--- src/rtl/bound_accumulator_if.sv ---
// bound_accumulator_if: clause stream in, accumulated bound interval and status out.
interface bound_accumulator_if #(
  parameter int MAXIMUM_BIT_WIDTH_OF_COEFFICIENT = 8,
  parameter int MAXIMUM_BIT_WIDTH_OF_CLAUSE_COUNT = 4
);
  localparam int W = MAXIMUM_BIT_WIDTH_OF_COEFFICIENT;
  localparam int C = MAXIMUM_BIT_WIDTH_OF_CLAUSE_COUNT;
  logic in_start;
  logic in_valid;
  logic in_last;
  logic signed [W-1:0] in_bias;
  logic in_variable_to_be_unchanged_sign;
  logic in_active;
  logic signed [W-1:0] out_lower_bound;
  logic signed [W-1:0] out_upper_bound;
  logic out_empty;
  logic out_done;
  logic out_busy;
  logic [C-1:0] out_clause_count;
  modport master (
    output in_start, in_valid, in_last, in_bias, in_variable_to_be_unchanged_sign, in_active,
    input out_lower_bound, out_upper_bound, out_empty, out_done, out_busy, out_clause_count
  );
  modport slave (
    input in_start, in_valid, in_last, in_bias, in_variable_to_be_unchanged_sign, in_active,
    output out_lower_bound, out_upper_bound, out_empty, out_done, out_busy, out_clause_count
  );
endinterface

--- src/rtl/bound_accumulator.sv ---
// bound_accumulator: intersects (+/-)y + b <= 0 clauses into a signed [lower, upper] interval for y.
module bound_accumulator #(
  parameter int MAXIMUM_BIT_WIDTH_OF_COEFFICIENT = 8,
  parameter int MAXIMUM_BIT_WIDTH_OF_CLAUSE_COUNT = 4
) (
  input logic in_clk,
  input logic in_reset,
  bound_accumulator_if.slave bus
);
  localparam int W = MAXIMUM_BIT_WIDTH_OF_COEFFICIENT;
  localparam int C = MAXIMUM_BIT_WIDTH_OF_CLAUSE_COUNT;
  localparam logic signed [W-1:0] LO_INIT = {1'b1, {(W-1){1'b0}}};
  localparam logic signed [W-1:0] HI_INIT = {1'b0, {(W-1){1'b1}}};
  typedef enum logic [1:0] {IDLE, ACCUM, DONE} state_t;
  state_t r_state, w_state;
  logic signed [W-1:0] r_lower, r_upper, w_lower, w_upper, w_neg_sat;
  logic signed [W:0] w_neg;
  logic [C-1:0] r_count, w_count;
  logic r_empty, w_take, w_lo_hit, w_hi_hit;
  always_comb begin
    w_take = (r_state == ACCUM) && bus.in_valid && !bus.in_start;
    w_neg = -{bus.in_bias[W-1], bus.in_bias};
    // only -(-2^(W-1)) overflows W bits; clamp it to the largest positive value
    w_neg_sat = (w_neg[W] != w_neg[W-1]) ? HI_INIT : w_neg[W-1:0];
    w_lo_hit = w_take && bus.in_active && !bus.in_variable_to_be_unchanged_sign && (bus.in_bias > r_lower);
    w_hi_hit = w_take && bus.in_active && bus.in_variable_to_be_unchanged_sign && (w_neg_sat < r_upper);
    w_lower = bus.in_start ? LO_INIT : w_lo_hit ? bus.in_bias : r_lower;
    w_upper = bus.in_start ? HI_INIT : w_hi_hit ? w_neg_sat : r_upper;
    w_count = bus.in_start ? '0 : (w_take && bus.in_active && !(&r_count)) ? r_count + 1'b1 : r_count;
    w_state = bus.in_start ? ACCUM :
              (r_state == ACCUM) ? ((w_take && bus.in_last) ? DONE : ACCUM) : IDLE;
  end
  always_ff @(posedge in_clk) begin
    if (in_reset) begin
      r_state <= IDLE;
      r_lower <= LO_INIT;
      r_upper <= HI_INIT;
      r_count <= '0;
      r_empty <= 1'b0;
    end else begin
      r_state <= w_state;
      r_lower <= w_lower;
      r_upper <= w_upper;
      r_count <= w_count;
      r_empty <= w_lower > w_upper;
    end
  end
  assign bus.out_lower_bound = r_lower;
  assign bus.out_upper_bound = r_upper;
  assign bus.out_empty = r_empty;
  assign bus.out_clause_count = r_count;
  assign bus.out_busy = r_state == ACCUM;
  assign bus.out_done = r_state == DONE;
endmodule

--- src/flat_wrapper.sv ---
// flat-port wrapper written by rule: the top's interface ports become plain ports
module bound_accumulator_flat 
#(
  parameter int MAXIMUM_BIT_WIDTH_OF_COEFFICIENT = 8,
  parameter int MAXIMUM_BIT_WIDTH_OF_CLAUSE_COUNT = 4
)
  (in_clk, in_reset, bus_in_start, bus_in_valid, bus_in_last, bus_in_bias, bus_in_variable_to_be_unchanged_sign, bus_in_active, bus_out_lower_bound, bus_out_upper_bound, bus_out_empty, bus_out_done, bus_out_busy, bus_out_clause_count);
  bound_accumulator_if #(.MAXIMUM_BIT_WIDTH_OF_COEFFICIENT(MAXIMUM_BIT_WIDTH_OF_COEFFICIENT), .MAXIMUM_BIT_WIDTH_OF_CLAUSE_COUNT(MAXIMUM_BIT_WIDTH_OF_CLAUSE_COUNT)) bus_i ();
  input logic in_clk;
  input logic in_reset;
  input wire logic [$bits(bus_i.in_start)-1:0] bus_in_start;
  input wire logic [$bits(bus_i.in_valid)-1:0] bus_in_valid;
  input wire logic [$bits(bus_i.in_last)-1:0] bus_in_last;
  input wire logic [$bits(bus_i.in_bias)-1:0] bus_in_bias;
  input wire logic [$bits(bus_i.in_variable_to_be_unchanged_sign)-1:0] bus_in_variable_to_be_unchanged_sign;
  input wire logic [$bits(bus_i.in_active)-1:0] bus_in_active;
  output wire logic [$bits(bus_i.out_lower_bound)-1:0] bus_out_lower_bound;
  output wire logic [$bits(bus_i.out_upper_bound)-1:0] bus_out_upper_bound;
  output wire logic [$bits(bus_i.out_empty)-1:0] bus_out_empty;
  output wire logic [$bits(bus_i.out_done)-1:0] bus_out_done;
  output wire logic [$bits(bus_i.out_busy)-1:0] bus_out_busy;
  output wire logic [$bits(bus_i.out_clause_count)-1:0] bus_out_clause_count;
  assign bus_i.in_start = bus_in_start;
  assign bus_i.in_valid = bus_in_valid;
  assign bus_i.in_last = bus_in_last;
  assign bus_i.in_bias = bus_in_bias;
  assign bus_i.in_variable_to_be_unchanged_sign = bus_in_variable_to_be_unchanged_sign;
  assign bus_i.in_active = bus_in_active;
  assign bus_out_lower_bound = bus_i.out_lower_bound;
  assign bus_out_upper_bound = bus_i.out_upper_bound;
  assign bus_out_empty = bus_i.out_empty;
  assign bus_out_done = bus_i.out_done;
  assign bus_out_busy = bus_i.out_busy;
  assign bus_out_clause_count = bus_i.out_clause_count;
  bound_accumulator #(.MAXIMUM_BIT_WIDTH_OF_COEFFICIENT(MAXIMUM_BIT_WIDTH_OF_COEFFICIENT), .MAXIMUM_BIT_WIDTH_OF_CLAUSE_COUNT(MAXIMUM_BIT_WIDTH_OF_CLAUSE_COUNT)) u_core (.in_clk(in_clk), .in_reset(in_reset), .bus(bus_i));
endmodule
--- config.mk ---
export PLATFORM = sky130hd
export DESIGN_NAME = bound_accumulator_flat
export DESIGN_NICKNAME = d
export VERILOG_FILES = /design/src/rtl/bound_accumulator_if.sv /design/src/rtl/bound_accumulator.sv /design/src/flat_wrapper.sv
export SDC_FILE = /design/constraint.sdc
export NUM_CORES = 1
export LEC_CHECK = 0
export ABC_AREA = 1
export BUFFER_PORTS_ARGS = -buffer_cell sky130_fd_sc_hd__buf_2
export CAP_MARGIN = 20
export CORE_MARGIN = 2
export CORE_UTILIZATION = 35
export CTS_CLUSTER_DIAMETER = 150
export CTS_CLUSTER_SIZE = 25
export DETAILED_ROUTE_END_ITERATION = 16
export GPL_TIMING_DRIVEN = 0
export PLACE_DENSITY = 0.56
export SLEW_MARGIN = 10
export SYNTH_ARGS = -nofsm -noshare
export SYNTH_HDL_FRONTEND = slang
export SYNTH_SLANG_ARGS = --single-unit
--- constraint.sdc ---
create_clock -name in_clk -period 4.78 [get_ports in_clk]
set_clock_uncertainty 0.2 [all_clocks]
set_input_delay 0.717 -clock in_clk [delete_from_list [all_inputs] [get_ports in_clk]]
set_output_delay 0.717 -clock in_clk [all_outputs]
set_load 0.03 [all_outputs]
==> insert_results.sql, run 1 <==
INSERT INTO impl_metrics (metric_group, metric, value, unit) VALUES
('outcome', 'result_of_the_run', 'completed', ''),
('logic_synthesis', 'synth.lib_cells_used.distinct', '33', ''),
('floorplan', 'core', '0.00520', 'sq mm'),
('pwr', 'report.power.total', '0.000415', 'W'),
('logic_synthesis', 'synth_simple_gate_area_share', '0.376', ''),
('detailed_routing', 'wl_per_cell', '12.1', 'microns'),
('finish', 'mostFrequentLayoutCell', 'inv_1', ''),
('critical_path', 'worst_path_max_fanout', '9', ''),
('pwr', 'clock_power_share', '0.310', ''),
('pwr', 'cellInternalPower', '0.000281', 'W'),
('critical_path', 'cp_slowest_stage_delay', '0.36', 'ns'),
('clock_network', 'post-cts-setup-buffer-count', '0', ''),
('sta', 'final_min_period_over_clock_period', '0.932', ''),
('flow_run', 'timing.max_cap.violations', '0', ''),
('clock_network', 'cts_inserted_buffers', '3', ''),
('detailed_routing', 'drt_iter0_drc', '77', ''),
('pwr', 'ir_drop', '0.119', 'mV'),
('floorplan', 'die_width', '78.2', 'microns'),
('logic_synthesis', 'postSynthRegisterBits', '23', ''),
('logic_synthesis', 'synth.avg_cell_area', '6.95', 'sq um'),
('critical_path', 'crit_family', 'simple AND/OR/NAND/NOR gates', ''),
('logic_synthesis', 'yosys.area_share.xor_xnor', '0.00910', ''),
('critical_path', 'critical_path.n_buffers_inverters', '2', ''),
('floorplan', 'initial_utilization', '0.370', ''),
('critical_path', 'critPathLaunchType', 'input pin', ''),
('finish', 'area_of_combinational_cells_with_multiple_inputs', '0.00128', 'sq mm'),
('finish', 'post_layout_nonfiller_instances', '388', ''),
('logic_synthesis', 'synth.area.mux_share', '0', ''),
('logic_synthesis', 'mappedNetlistArea', '0.00192', 'sq mm'),
('pwr', 'powerDensity', '181', 'mW/mm^2'),
('finish', 'drive_above_1_share', '0.242', ''),
('detailed_routing', 'post-route-drc-count', '0', ''),
('critical_path', 'crit_slowest_cell', 'ha_2', ''),
('sta', 'timing.max_slew.rel_slack', '0.534', ''),
('clock_network', 'clk-insertion-delay-late', '0.27', 'ns'),
('clock_network', 'cts.reportedPaths.clkPinSlew', '0.09', 'ns'),
('clock_network', 'tritoncts_clock_tree', 'built', ''),
('logic_synthesis', 'synthAdderAreaFrac', '0.169', ''),
('logic_synthesis', 'top_reg_cell_synth', 'dfxtp_1', ''),
('detailed_routing', 'vias_per_cell', '4.95', ''),
('finish', 'fill_cell_count', '560', ''),
('sta', 'max_freq', '0.224', 'GHz'),
('pwr', 'net-switching-power', '0.000133', 'W'),
('critical_path', 'crit_top_cell', 'nand2_1', ''),
('floorplan', 'fp-row-count', '26', ''),
('sta', 'finalSetupViolCount', '0', ''),
('logic_synthesis', 'synth_top_family_by_area', 'simple AND/OR/NAND/NOR gates', ''),
('sta', 'worst_slew_pin_slew', '0.699', 'ns'),
('pwr', 'leakagePower', '1.24', 'nW'),
('placement', 'io_buffer_count', '37', ''),
('sta', 'timing_hold_violations_final', '0', ''),
('floorplan', 'die_area', '0.00611', 'sq mm'),
('detailed_routing', 'detailed_route_via_count', '1920', ''),
('sta', 'worst_slack', '0.323', 'ns'),
('global_routing', 'grt_pass1_vias', '1805', ''),
('global_routing', 'first_pass_grt_wire_length', '7.98', 'mm'),
('clock_network', 'cts.hold.buffers_added', '0', ''),
('global_routing', 'antenna_violations_before_repair', '0', ''),
('finish', 'synthToLayoutAreaGrowth', '19.2', '%'),
('finish', 'layout.nets', '360', ''),
('critical_path', 'critical_path_required', '4.79', 'ns'),
('pwr', 'power.sequential.fraction', '0.467', ''),
('logic_synthesis', 'synth_seq_area_share', '0.239', ''),
('finish', 'mostFrequentLayoutCells', '54 x inv_1, 45 x nand2_1, 38 x buf_2', ''),
('pwr', 'netSwitchingFraction', '0.321', ''),
('detailed_routing', 'postRouteAntennaNets', '0', ''),
('global_routing', 'global_route.overflow_total', '0', ''),
('sta', 'final.min_clock_period', '4.46', 'ns'),
('placement', 'post_placement_cell_area', '0.00220', 'sq mm'),
('logic_synthesis', 'compound_gate_fraction_of_synth_area', '0.0871', ''),
('clock_network', 'cts_root_buf', 'clkbuf_8', '');
metal layers:
| layer | vias up | routed length [microns] | part of all wire | global-route usage |
|---|---|---|---|---|
| met5 | - | 0 | 0 | 0 |
| met4 | 0 | 34 | 0.0072 | 0.0263 |
| met3 | 4 | 169 | 0.036 | 0.0195 |
| met2 | 41 | 2330 | 0.49 | 0.279 |
| met1 | 881 | 2180 | 0.46 | 0.213 |
| li1 | 994 | - | - | - |
stage by stage:
stage | hold slack (ns) | utilization
final | 0.300 | 0.441
after global routing | 0.323 | 0.441
after CTS | 0.301 | 0.431
after detailed placement | 0.287 | 0.422
after global placement | 0.283 | 0.422
after floorplan | 0.408 | -
area by class of cell:
cell class / count / share of cell area
multi-input cells: 193 / 0.560
flip-flops and latches: 23 / 0.201
inverters: 58 / 0.0949
repair buffers: 37 / 0.0807
well taps: 70 / 0.0382
clock buffers: 3 / 0.0180
plain buffers: 3 / 0.00545
clock inverters: 1 / 0.00218
final timing paths:
| kind | endpoint | slack, ns | startpoint | cells past startpoint |
|---|---|---|---|---|
| worst max-delay path | u_core.bus.out_empty | 0.32 | bus_in_bias[2] | 24 |
| worst min register to register | u_core.bus.out_clause_count[3] | 0.30 | u_core.bus.out_clause_count[3] | 2 |
| worst max register to register | u_core.bus.out_empty | 1.61 | u_core.bus.out_lower_bound[3] | 18 |
| worst min-delay path | u_core.bus.out_clause_count[3] | 0.30 | u_core.bus.out_clause_count[3] | 2 |
worst register-to-register path, stage by stage (launching register included):
cell,delay [ns]
dfxtp_1,0.33
inv_1,0.05
ha_1,0.31
nand3_1,0.12
nor2_1,0.10
nor2_1,0.07
o21ai_1,0.25
nand2_1,0.14
o21ai_4,0.16
nand3_1,0.19
nand3_2,0.13
inv_1,0.05
ha_1,0.26
nand2_1,0.06
o21ai_0,0.23
a31oi_1,0.12
o21ai_0,0.16
nand2_1,0.08
a21oi_1,0.12
logic make-up (layout without fill, tap and decap cells):
family / count (synthesis) / after routing
xor gates and xnor gates: 2 / 2
buffers and inverters: 61 / 102
AOI/OAI and AO/OA: 29 / 29
and+or+nand+nor: 136 / 136
DFF: 23 / 23
adders and majority gates: 26 / 26
state kept, by name, indices dropped and copies added, names as in the netlist:
name,count
u_core.bus.out_lower_bound,8
u_core.bus.out_clause_count,4
u_core.bus.out_upper_bound,8
u_core.bus.out_empty,1
u_core.r_state,2
power groups by stage:
stage | combinational (W) | clock, W | sequential [W]
6_report | 0.0000922 | 0.000129 | 0.000194
5_1_grt | 0.000105 | 0.000145 | 0.000194
4_1_cts | 0.0000870 | 0.000136 | 0.000194
3_5_place_dp | 0.0000864 | 0 | 0.000198
3_3_place_gp | 0.0000856 | 0 | 0.000198
2_1_floorplan | 0.0000583 | 0 | 0.000200
repair_timing:
action	in CTS	in global routing
resized for setup	0	10
setup endpoints to repair	0	1
hold endpoints to repair	0	0
synth_stat cells, types with 2 or more instances:
library cell  number  area (sq um)
a21oi_1           17          85.1
a31oi_1            3          18.8
dfxtp_1           23           460
ha_1              26           325
inv_1             54           203
inv_2              3          11.3
nand2_1           45           169
nand2_4            2          22.5
nand3_1           21           105
nand3_2            9          90.1
nand4_1           14          87.6
nor2_1            22          82.6
nor2_2             7          43.8
nor2_4             2          22.5
nor3_1             8          40.0
o21ai_0            4          20.0
No activity file was read; power rests on OpenSTA's default activity.
==> run 2, diff against run 1 <==
Settings changed: CTS_CLUSTER_DIAMETER 150 to unset.
Clock period 4.78 ns to 4.7 ns, I/O delays scaled along.
==> run 2 against run 1 <==
  * Non-clock buffer count is the same
  * Global-route usage grew 0.073 points
  * Sequential share of layout area shrank 0.087 points
  * Core utilization grew 0.19 points
  * Sequential power is essentially flat
  * Combinational power grew 3.8%
  * Routed wire length grew 1.4%
  * Clock-buffer cell count is the same
  * Cell count is the same
  * First-iteration DRC count grew 7.8%
  * Total power grew 2.4%
  * Via count shrank 1.5%
==> insert_results.sql, run 2 (synthesized netlist as in run 1, its figures left out) <==
INSERT INTO impl_metrics (metric_group, metric, value, unit) VALUES
('global_routing', 'grt_usage', '0.160', ''),
('global_routing', 'grt_max_degree', '14', ''),
('finish', 'drive_above_1_share', '0.242', ''),
('finish', 'layout.nets', '360', ''),
('clock_network', 'tritoncts_clock_tree', 'built', ''),
('worst_hold_path', 'timing.hold.worst.class', 'reg2reg', ''),
('detailed_routing', 'total_routed_length', '4.78', 'mm'),
('sta', 'max_freq', '0.226', 'GHz'),
('sta', 'finalHoldWorstSlack', '0.300', 'ns'),
('finish', 'mostFrequentLayoutCells', '54 x inv_1, 45 x nand2_1, 38 x buf_2', ''),
('outcome', 'result_of_the_run', 'completed', ''),
('detailed_routing', 'postRouteAntennaNets', '0', ''),
('placement', 'io_buffer_count', '37', ''),
('pwr', 'leakagePower', '1.24', 'nW'),
('detailed_routing', 'post-route-drc-count', '0', ''),
('floorplan', 'boundaryPins', '38', ''),
('global_routing', 'first_pass_grt_wire_length', '8.02', 'mm'),
('critical_path', 'worst_path_max_fanout', '9', ''),
('finish', 'insertedDiodeCount', '0', ''),
('placement', 'gp_congestion', '0.809', ''),
('placement', 'numPlacedInstances', '384', ''),
('floorplan', 'initial_utilization', '0.370', ''),
('detailed_routing', 'vias_per_cell', '4.88', ''),
('detailed_routing', 'drt_pass1_iterations', '4', ''),
('finish', 'fill_cell_count', '562', ''),
('finish', 'mostFrequentLayoutCell', 'inv_1', ''),
('finish', 'area_of_combinational_cells_with_multiple_inputs', '0.00129', 'sq mm'),
('detailed_routing', 'drt_iter0_drc', '83', ''),
('clock_network', 'cts_htree_levels', '1', ''),
('sta', 'fin_setup_tns', '0', 'ns'),
('sta', 'timing_hold_violations_final', '0', ''),
('flow_run', 'timing.max_cap.violations', '0', ''),
('critical_path', 'cp-end-kind', 'flip-flop', ''),
('clock_network', 'cts_root_buf', 'clkbuf_8', ''),
('detailed_routing', 'wl_per_cell', '12.3', 'microns'),
('sta', 'finalSetupViolCount', '0', ''),
('clock_network', 'cts_inserted_buffers', '3', ''),
('global_routing', 'antenna_violations_before_repair', '0', ''),
('global_routing', 'grt_pass1_vias', '1811', ''),
('clock_network', 'cts_sinks', '23', ''),
('critical_path', 'critPathLaunchType', 'input pin', ''),
('sta', 'worst_slack', '0.268', 'ns'),
('clock_network', 'cts.reportedPaths.clkPinSlew', '0.09', 'ns'),
('detailed_routing', 'detailed_route_via_count', '1892', ''),
('finish', 'final_design_area_no_fill', '0.00230', 'sq mm'),
('placement', 'dpl_worst_slack', '-0.267', 'ns'),
('finish', 'post_layout_nonfiller_instances', '388', ''),
('floorplan', 'floorplan.die.height', '78.2', 'microns'),
('global_routing', 'global_route.overflow_total', '0', ''),
('sta', 'final.min_clock_period', '4.43', 'ns'),
('placement', 'hpwlAfterDp', '3.77', 'mm'),
('placement', 'post_placement_cell_area', '0.00220', 'sq mm'),
('sta', 'final_min_period_over_clock_period', '0.943', ''),
('sta', 'timing.max_slew.rel_slack', '0.539', ''),
('clock_network', 'cts.hold.buffers_added', '0', ''),
('clock_network', 'clk-insertion-delay-late', '0.27', 'ns'),
('pwr', 'powerDensity', '184', 'mW/mm^2'),
('sta', 'worst_slew_pin_slew', '0.691', 'ns'),
('floorplan', 'core', '0.00520', 'sq mm'),
('floorplan', 'fp-row-count', '26', ''),
('finish', 'final-seq-area', '460', 'sq um'),
('sta', 'timing_max_transition_violations_final', '0', ''),
('clock_network', 'cts.path.max_buffers', '2', ''),
('finish', 'synthToLayoutAreaGrowth', '19.8', '%'),
('critical_path', 'worst_ep_arrival_time', '4.44', 'ns'),
('floorplan', 'die_area', '0.00611', 'sq mm'),
('critical_path', 'timing.setup.critical_path_class', 'in2reg', ''),
('critical_path', 'critical_path_required', '4.71', 'ns'),
('pwr', 'ir_drop', '0.121', 'mV'),
('floorplan', 'die_width', '78.2', 'microns');
## run 2: cell counts in the layout (fill, tap and decap cells not counted)
Identical to the previous run, type by type.
## run 2: area by class of cell
class,instances,share of cell area
Buffer,3,0.00543
Clock buffer,3,0.0179
Clock inverter,1,0.00217
Inverter,58,0.0945
Multi-Input combinational cell,193,0.562
Sequential cell,23,0.200
Tap cell,70,0.0380
Timing Repair Buffer,37,0.0803
## run 2: critical path: stages
cell     delay (ns)
buf_2          0.15
nor3_2         0.28
nand3_2        0.13
nor3_2         0.15
xnor2_1        0.20
ha_4           0.29
nor3_2         0.24
inv_1          0.07
ha_1           0.29
a21oi_1        0.13
nand2_1        0.08
nand2_1        0.12
nand2_1        0.10
nand2_4        0.13
nand3_4        0.13
nand2_1        0.11
a21oi_1        0.08
ha_1           0.30
nand2_1        0.06
o21ai_0        0.23
a31oi_1        0.12
o21ai_0        0.15
nand2_1        0.07
a21oi_1        0.12
## run 2: repair_timing
action	CTS	global route
setup buffers	0	0
gates resized for setup	1	10
setup endpoints to repair	1	1
## run 2: where the power goes
| part | leakage (nW) | total, W | switching, W | internal (W) |
|---|---|---|---|---|
| sequential | 0.186 | 0.000197 | 0.000000767 | 0.000196 |
| combinational | 1.03 | 0.0000957 | 0.0000638 | 0.0000318 |
| clock | 0.0255 | 0.000132 | 0.0000725 | 0.0000594 |
| total | 1.24 | 0.000425 | 0.000137 | 0.000287 |
## run 2: per-stage QoR
step | utilization | total power [W]
floorplan | - | 0.000262
global placement | 0.422 | 0.000289
detailed placement | 0.422 | 0.000289
CTS | 0.432 | 0.000424
global route | 0.443 | 0.000453
finish | 0.443 | 0.000425
## run 2: worst paths after layout
kind                                                startpoint                             end  slack (ns)  depth (start not counted)
worst max register to register   u_core.bus.out_lower_bound[3]            u_core.bus.out_empty        1.52                         18
worst max-delay path                            bus_in_bias[2]            u_core.bus.out_empty        0.27                         24
worst min register to register  u_core.bus.out_clause_count[3]  u_core.bus.out_clause_count[3]        0.30                          2
worst min-delay path            u_core.bus.out_clause_count[3]  u_core.bus.out_clause_count[3]        0.30                          2
## run 2: layer usage
layer	track usage	vias to the layer above	part of all wire	wire (microns)
met2	0.279	32	0.50	2390
met3	0.0195	4	0.030	143
met1	0.215	866	0.46	2220
met4	0.0263	0	0.0071	34
met5	0	-	0	0
li1	-	990	-	-
